--- config.mk ---
export PLATFORM = sky130hd
export DESIGN_NAME = memory_writer_flat
export DESIGN_NICKNAME = d
export VERILOG_FILES = /design/src/rtl/memory_writer.sv /design/src/flat_wrapper.sv
export SDC_FILE = /design/constraint.sdc
export NUM_CORES = 2
export LEC_CHECK = 0
export CORE_AREA = 8 8 248 250
export CTS_CLUSTER_SIZE = 24
export DETAILED_ROUTE_END_ITERATION = 10
export DIE_AREA = 0 0 256 258
export PLACE_DENSITY = 0.81
export SLEW_MARGIN = 20
export SYNTH_ARGS = -nofsm -noshare
export SYNTH_HDL_FRONTEND = slang
export SYNTH_SLANG_ARGS = --single-unit
--- constraint.sdc ---
create_clock -name clk -period 26.2 [get_ports clk]
set_clock_uncertainty 0.2 [all_clocks]
set_input_delay 6.55 -clock clk [delete_from_list [all_inputs] [get_ports clk]]
set_output_delay 6.55 -clock clk [all_outputs]
set_load 0.01 [all_outputs]
--- src/rtl/memory_writer.sv ---
// memory_writer: writes one BEATS*64-bit line on Mybus as an address beat plus
// BEATS data beats. Define MEMORY_WRITER_ALIGN_EN to line-align the address.
package MYBUS;
  typedef logic [12:0] tag_t;
  localparam tag_t READ_MEM_TAG  = 13'h0500;
  localparam tag_t WRITE_MEM_TAG = 13'h0501;
endpackage

interface Mybus;
  import MYBUS::*;
  logic        bid;
  logic        reqcyc;
  tag_t        reqtag;
  logic [63:0] req;
  logic        respack;
  logic        reqack;
  modport Top (
    output bid, reqcyc, reqtag, req, respack,
    input  reqack
  );
endinterface

module memory_writer
  import MYBUS::*;
#(
  parameter int BEATS = 8
) (
  input  logic                clk,
  input  logic                reset,
  Mybus.Top                   bus,
  input  logic                reqcyc,
  input  logic [63:0]         addr,
  input  logic [0:64*BEATS-1] data,
  output logic                busy,
  output logic                respcyc
);
  localparam int BW = (BEATS > 1) ? $clog2(BEATS) : 1;
  localparam logic [BW-1:0] LAST = BW'(BEATS - 1);

  typedef enum logic [1:0] {
    IDLE,
    ADDR,
    DATA,
    DONE
  } state_e;

  state_e              state_q;
  logic [BW-1:0]       beat_q;
  logic [BW-1:0]       beat_d;
  logic [63:0]         addr_q;
  logic [63:0]         addr_d;
  logic [0:64*BEATS-1] buf_q;
  logic                bid_q;
  logic                busy_q;
  logic                resp_q;
  tag_t                tag_q;
  logic [63:0]         req_w;

  function automatic logic [63:0] word(
    input logic [0:64*BEATS-1] l,
    input logic [BW-1:0]       i
  );
    return l[int'(i)*64 +: 64];
  endfunction

  always_comb begin
`ifdef MEMORY_WRITER_ALIGN_EN
    addr_d = addr & ~64'h3f;
`else
    addr_d = addr;
`endif
  end

  assign beat_d = beat_q + 1'b1;

  always_ff @(posedge clk or posedge reset) begin
    if (reset) begin
      state_q <= IDLE;
      beat_q  <= '0;
      addr_q  <= '0;
      buf_q   <= '0;
      bid_q   <= 1'b0;
      busy_q  <= 1'b0;
      resp_q  <= 1'b0;
      tag_q   <= READ_MEM_TAG;
    end else begin
      case (state_q)
        IDLE: begin
          if (reqcyc) begin
            state_q <= ADDR;
            addr_q  <= addr_d;
            buf_q   <= data;
            beat_q  <= '0;
            bid_q   <= 1'b1;
            busy_q  <= 1'b1;
            tag_q   <= WRITE_MEM_TAG;
          end
        end
        ADDR: begin
          if (bus.reqack) state_q <= DATA;
        end
        DATA: begin
          if (bus.reqack) begin
            if (beat_q == LAST) begin
              state_q <= DONE;
              bid_q   <= 1'b0;
              tag_q   <= READ_MEM_TAG;
              resp_q  <= 1'b1;
            end else begin
              beat_q <= beat_d;
            end
          end
        end
        DONE: begin
          state_q <= IDLE;
          busy_q  <= 1'b0;
          resp_q  <= 1'b0;
        end
        default: state_q <= IDLE;
      endcase
    end
  end

  // Beat payload is a pure decode of registered state, so reset clears it too.
  always_comb begin
    req_w = '0;
    case (state_q)
      ADDR:    req_w = addr_q;
      DATA:    req_w = word(buf_q, beat_q);
      default: req_w = '0;
    endcase
  end

  assign bus.bid     = bid_q;
  assign bus.reqcyc  = bid_q;
  assign bus.reqtag  = tag_q;
  assign bus.req     = req_w;
  assign bus.respack = 1'b0;
  assign busy        = busy_q;
  assign respcyc     = resp_q;

endmodule
--- src/flat_wrapper.sv ---
// flat-port wrapper written by rule: the top's interface ports become plain ports
module memory_writer_flat import MYBUS::*;
#(
  parameter int BEATS = 8
)
  (clk, reset, reqcyc, addr, data, busy, respcyc, bus_bid, bus_reqcyc, bus_reqtag, bus_req, bus_respack, bus_reqack);
  Mybus bus_i ();
  input  logic clk;
  input  logic reset;
  input  logic reqcyc;
  input  logic [63:0] addr;
  input  logic [0:64*BEATS-1] data;
  output logic busy;
  output logic respcyc;
  output wire logic [$bits(bus_i.bid)-1:0] bus_bid;
  output wire logic [$bits(bus_i.reqcyc)-1:0] bus_reqcyc;
  output wire logic [$bits(bus_i.reqtag)-1:0] bus_reqtag;
  output wire logic [$bits(bus_i.req)-1:0] bus_req;
  output wire logic [$bits(bus_i.respack)-1:0] bus_respack;
  input wire logic [$bits(bus_i.reqack)-1:0] bus_reqack;
  assign bus_bid = bus_i.bid;
  assign bus_reqcyc = bus_i.reqcyc;
  assign bus_reqtag = bus_i.reqtag;
  assign bus_req = bus_i.req;
  assign bus_respack = bus_i.respack;
  assign bus_i.reqack = bus_reqack;
  memory_writer #(.BEATS(BEATS)) u_core (.clk(clk), .reset(reset), .bus(bus_i), .reqcyc(reqcyc), .addr(addr), .data(data), .busy(busy), .respcyc(respcyc));
endmodule
After elaboration in Yosys (flattened, before gate mapping)
Cells that the tools add are included.
{"block": "word_totals", "register_bits": 597, "input_bits": 580, "output_inout_bits": 82, "word_cells": 52}
{"block": "op_classes", "add_sub_neg": 1, "eq_ne": 9, "n_shift": 1, "muxes": 22, "n_bitwise": 1, "n_reduce_logical": 10}
{"cell": "512-bit by 32-bit variable part select with 513-bit output", "count": 1}
{"cell": "64-bit one-hot mux with 2 select lines", "count": 1}
{"cell": "13-bit 2-to-1 mux", "count": 3}
{"cell": "9-bit inverter with 32-bit output", "count": 1}
{"cell": "13-bit one-hot mux with 2 select lines", "count": 1}
{"cell": "4-bit AND reduction", "count": 3}
{"cell": "3-bit 2-to-1 mux", "count": 3}
{"cell": "2-bit 2-to-1 mux", "count": 4}
{"cell": "2-bit inequality test, second input constant", "count": 4}
{"cell": "2-bit one-hot mux with 4 select lines", "count": 1}
{"cell": "1-bit one-hot mux with 2 select lines", "count": 3}
{"cell": "3-bit one-hot mux with 2 select lines", "count": 1}
{"cell": "2-bit nonzero test", "count": 3}
{"cell": "1-bit 2-to-1 mux", "count": 5}
{"cell": "2-bit == test, second input constant", "count": 2}
{"cell": "2-bit AND reduction", "count": 2}
{"cell": "3-bit by 1-bit adder with 3-bit output, second input constant", "count": 1}
{"cell": "3-bit == test, second input constant", "count": 1}
{"cell": "3-bit AND reduction", "count": 1}
{"cell": "2-bit by 1-bit == test with 1-bit output, second input constant", "count": 1}
{"cell": "2-bit logical NOT", "count": 1}
{"cell": "2-bit by 1-bit inequality test with 1-bit output, second input constant", "count": 1}

Longest topological paths before layout
{"block": "logic_depth", "ltp_word": 4, "depth_mapped": 8}

Worst setup path before layout
No wires, ideal clock.
{"block": "synth_path", "path_type": "register -> output", "start": "register u_core.state_q[0]", "end": "output port bus_req[10]", "t_arrival_ps": 1600, "setup_slack_ps": 17850, "path_stages_with_launch": 7, "n_path_buf": 2, "cell_sequence": "dfrtp_1 > inv_1 > ha_1 > clkbuf_1 > clkbuf_1 > o211ai_1 > a21boi_1"}
{"block": "synth_between", "elab_chain_cells": 2, "elab_cells_between_ends": 3, "cone_classes": "eq/ne: 2; mux: 1"}
{"element": "start, declared", "line": "memory_writer.sv:47", "rtl": "state_e state_q;"}
{"element": "start signal, assigned", "line": "memory_writer.sv:78", "rtl": "state_q <= IDLE;"}
{"element": "start signal, assigned", "line": "memory_writer.sv:90", "rtl": "state_q <= ADDR;"}
{"element": "start signal, assigned", "line": "memory_writer.sv:100", "rtl": "if (bus.reqack) state_q <= DATA;"}
{"element": "2-bit == test / 2-bit by 1-bit == test with 1-bit output (equally long branches)", "line": "memory_writer.sv:127", "rtl": "case (state_q)"}
{"element": "64-bit one-hot mux with 2 select lines *", "line": "memory_writer.sv:127"}
{"element": "end, declared", "line": "flat_wrapper.sv:18", "rtl": "output wire logic [$bits(bus_i.req)-1:0] bus_req;"}
Every way passes the cells marked *; elsewhere a longest branch is shown, timed or not.

Final worst setup path
{"block": "layout_path", "start": "register u_core.beat_q[0]", "end": "output port bus_req[27]"}
{"block": "layout_between", "elab_chain_cells": 3}
{"element": "start, declared", "line": "memory_writer.sv:48", "rtl": "logic [BW-1:0] beat_q;"}
{"element": "start signal, assigned", "line": "memory_writer.sv:110", "rtl": "beat_q <= beat_d;"}
{"element": "9-bit inverter with 32-bit output (not written as such)", "line": "memory_writer.sv:63", "rtl": "return l[int'(i)*64 +: 64];"}
{"element": "512-bit by 32-bit variable part select with 513-bit output", "line": "memory_writer.sv:63"}
{"element": "64-bit one-hot mux with 2 select lines", "line": "memory_writer.sv:127"}
No other way between the ends.

==> results.toml <==
[synthesis]
yosysTopAreaCell = "dfrtp_1"
synth_area_um2 = 26900
synth_fa_ha_area_frac = 0.00325
ys_ff_latch = 584
ys_warn_count = 0
syn_inst = 1841
ys_seq_area_frac = 0.543
synth.mux.area_fraction = 0.345
synth_xor_area_frac = 0
synthTopCellsByArea = "dfrtp_1 54%, mux2_2 24%, mux2i_1 4.9%, mux4_2 4.7%, a22oi_1 1.5%"
synth_compound_area_frac = 0.0558
synth_cell_types = 36
postSynthAreaPerCell_um2 = 14.6
yosys.area_share.simple = 0.0166
netlist.area_leader.share = 0.543
synth_top_family_by_area = "multiplexers"

[detailed_routing]
viasPerCell = 5.65
drtAntennaViolNets = 0
wl_per_cell_um = 26.9
route.vias.total = 18500
first_pass_iters = 4
routed_wl_um = 88000
drc_errors = 0
drtIter0Drc = 1357

[power]
p_seq_frac = 0.394
switchingPower_w = 0.00141
power.share.clock = 0.203
vdd.ir_drop.worst_uv = 67.9
p_per_area_nw_per_um2 = 118
power.leakage_nw = 14.5
total_power_w = 0.00422
swShare = 0.334
p_comb_frac = 0.404
p_int_w = 0.00281

[critical_path]
worstSetupPathType = "reg2out"
critPathSlowestCell = "dfrtp_4"
critPathLaunch = "u_core.beat_q[0]$_DFFE_PP0P_"
crit_path_end_kind = "output port"
crit_required_ps = 19450
r2r_start = "u_core.state_q[0]$_DFFE_PP0P_"
cp_slowest_stage_delay_ps = 1000
critPathLaunchType = "flop"
critPathArrivalTime_ps = 4800
worst-path-max-fanout = 59
crit_path_cell_trace = "buf_4 -> buf_4 -> mux2i_1 -> a22oi_2 -> o211ai_1 -> a21boi_1 -> clkdlybuf4s50_1"
critPathMostFrequentCell = "buf_4"

[sta]
setup_ws_ps = 14650
hold_viol = 0
setup_viol = 0
period_needed_ps = 11550
max-slew-margin-rel = 0.259
fmax_mhz = 86.6
worstMarginPinSlew_ps = 1110
period_share = 0.441
rsz0062_at_grt = "no"
maxSlewViolCount = 0
fin_setup_tns_ps = 0

[global_routing]
grt_pass1_wl_um = 129000
antenna_found_initial = 32
grt_pass1_vias = 20500
grt.total_usage = 0.255
grt_max_degree = 210
overflow = 0

[placed_design]
pre_cts_ws_ps = 15260
dp_hpwl_um = 62700
gp_congestion = 0.947
place_area_um2 = 33700
io_buffers = 648
placed_cells = 3131

[cells_and_area]
area_growth_pct = 33.1
nets = 3018
drive_gt1_frac = 0.312
nFillCells = 4205
post-route-cell-area_um2 = 35800
stdcell_count = 3273

[clocking]
clk_path_buf_depth = 3
cts_setup_buffers = 0
worstSkewPairLatency_ps = 610
cts_made_buffers = 61
cts_hold_buf = 0
ctsRootBufferMaster = "clkbuf_16"
cts_tree = "yes"
ctsResizeCount = 0
htree_levels = 2
cts.clk_slew.worst_paths_ps = 60
cts_sinks = 584

[die]
coreArea_um2 = 57400
dieArea_um2 = 66000
rows = 88
dieWidth_um = 256
die_h_um = 258
io_pins = 662
initial_utilization = 0.469

[run]
cap_violations = 0

[status]
outcome = "finished clean"

[worst_hold_path]
min_from = "u_core.buf_q[92]$_DFFE_PP0P_"
min_path_type = "reg2reg"
## metrics by stage
step / util / hold slack [ps]
2_1_floorplan: - / 270
3_3_place_gp: 0.587 / 280
3_5_place_dp: 0.587 / 287
4_1_cts: 0.622 / 301
5_1_grt: 0.624 / 310
6_report: 0.624 / 299
## power groups by stage
stage               Combinational (W)  Sequential [W]  Clock, W
detailed placement            0.00169         0.00166         0
finish                        0.00170         0.00166  0.000855
floorplan                     0.00121         0.00153         0
CTS                           0.00171         0.00165  0.000869
global placement              0.00165         0.00163         0
global route                  0.00182         0.00170  0.000902
## synthesized netlist by cell type
library cell and count:
a21boi_0 1, a21boi_1 48, a21oi_1 17, a22o_1 5
a22oi_1 54, a22oi_2 10, and2_4 1, buf_1 2
buf_12 2, buf_2 72, buf_4 29, buf_6 16
buf_8 1, clkbuf_1 30, clkbuf_4 1, conb_1 2
dfrtp_1 584, ha_1 7, inv_1 7, mux2_2 578
mux2i_1 131, mux4_1 8, mux4_2 56, nand2_1 98
nand2b_1 2, nand3_1 1, nand4b_1 1, nor2_1 5
nor2b_1 2, nor2b_4 1, o211ai_1 49, o21ai_0 2
o21ai_1 15, o21bai_1 1, o22ai_1 1, o31a_1 1
## state kept, by name, summed over array words and instances, names as in the netlist
register,flops
u_core.beat_q,3
u_core.respcyc,1
u_core.bus.reqtag,1
u_core.state_q,2
u_core.buf_q,512
u_core.addr_q,64
u_core.busy,1
## kinds of logic (layout without fill, tap and decap cells)
kind of cell,Yosys count,after routing
simple gates,111,111
fa+ha+maj,7,7
flops,584,584
other cells,2,43
buf+inv,160,786
mux,773,773
compound gates,204,204
## critical path, delay by kind of cell, from the launching register on
| kind | cells | cell delay, ps |
|---|---|---|
| flops | 1 | 1000 |
| buf+inv | 3 | 2210 |
| compound gates | 3 | 660 |
| mux | 1 | 190 |
## final cells by class
type,count,area [µm²],area share
flip-flops and latches,584,14600,0.408
multi-input cells,1108,11400,0.319
repair buffers,669,6730,0.188
clock buffers,93,1840,0.0513
well taps,765,957,0.0267
clock inverters,17,138,0.00384
diodes,30,75.1,0.00210
inverters,7,33.8,0.000943
## layer usage
| layer | up-vias | track usage | wire [µm] |
|---|---|---|---|
| met5 | - | 0 | 42 |
| met2 | 752 | 0.431 | 44000 |
| met4 | 6 | 0.114 | 3220 |
| li1 | 7950 | - | - |
| met1 | 9610 | 0.314 | 35200 |
| met3 | 183 | 0.0548 | 5530 |
## path summary, 6_finish.rpt
| check | end | slack [ps] | cells past startpoint |
|---|---|---|---|
| max | bus_req[27] | 14650 | 7 |
| min | u_core.buf_q[92]$_DFFE_PP0P_ | 300 | 1 |
| max reg2reg | u_core.addr_q[18]$_DFFE_PP0P_ | 21960 | 7 |
| min reg2reg | u_core.buf_q[92]$_DFFE_PP0P_ | 300 | 1 |
| max in group asynchronous | u_core.buf_q[510]$_DFFE_PP0P_ | 17290 | 4 |
| min in group asynchronous | u_core.addr_q[39]$_DFFE_PP0P_ | 6290 | 2 |
## cells in the final DEF (no fill, tap or decap), types with 15 or more instances in the layout
cell type | synthesis | final
clkdlybuf4s50_1 | 0 | 648
dfrtp_1 | 584 | 581
mux2_2 | 578 | 578
mux2i_1 | 131 | 131
nand2_1 | 98 | 97
clkbuf_16 | 0 | 63
mux4_2 | 56 | 56
a22oi_1 | 54 | 54
o211ai_1 | 49 | 49
a21boi_1 | 48 | 48
diode_2 | 0 | 30
a21oi_1 | 17 | 17
o21ai_1 | 15 | 15
clkbuf_1 | 30 | 15
clkbuf_8 | 0 | 15
buf_4 | 29 | 15
Note: power is estimated with default switching activity, not from simulation.
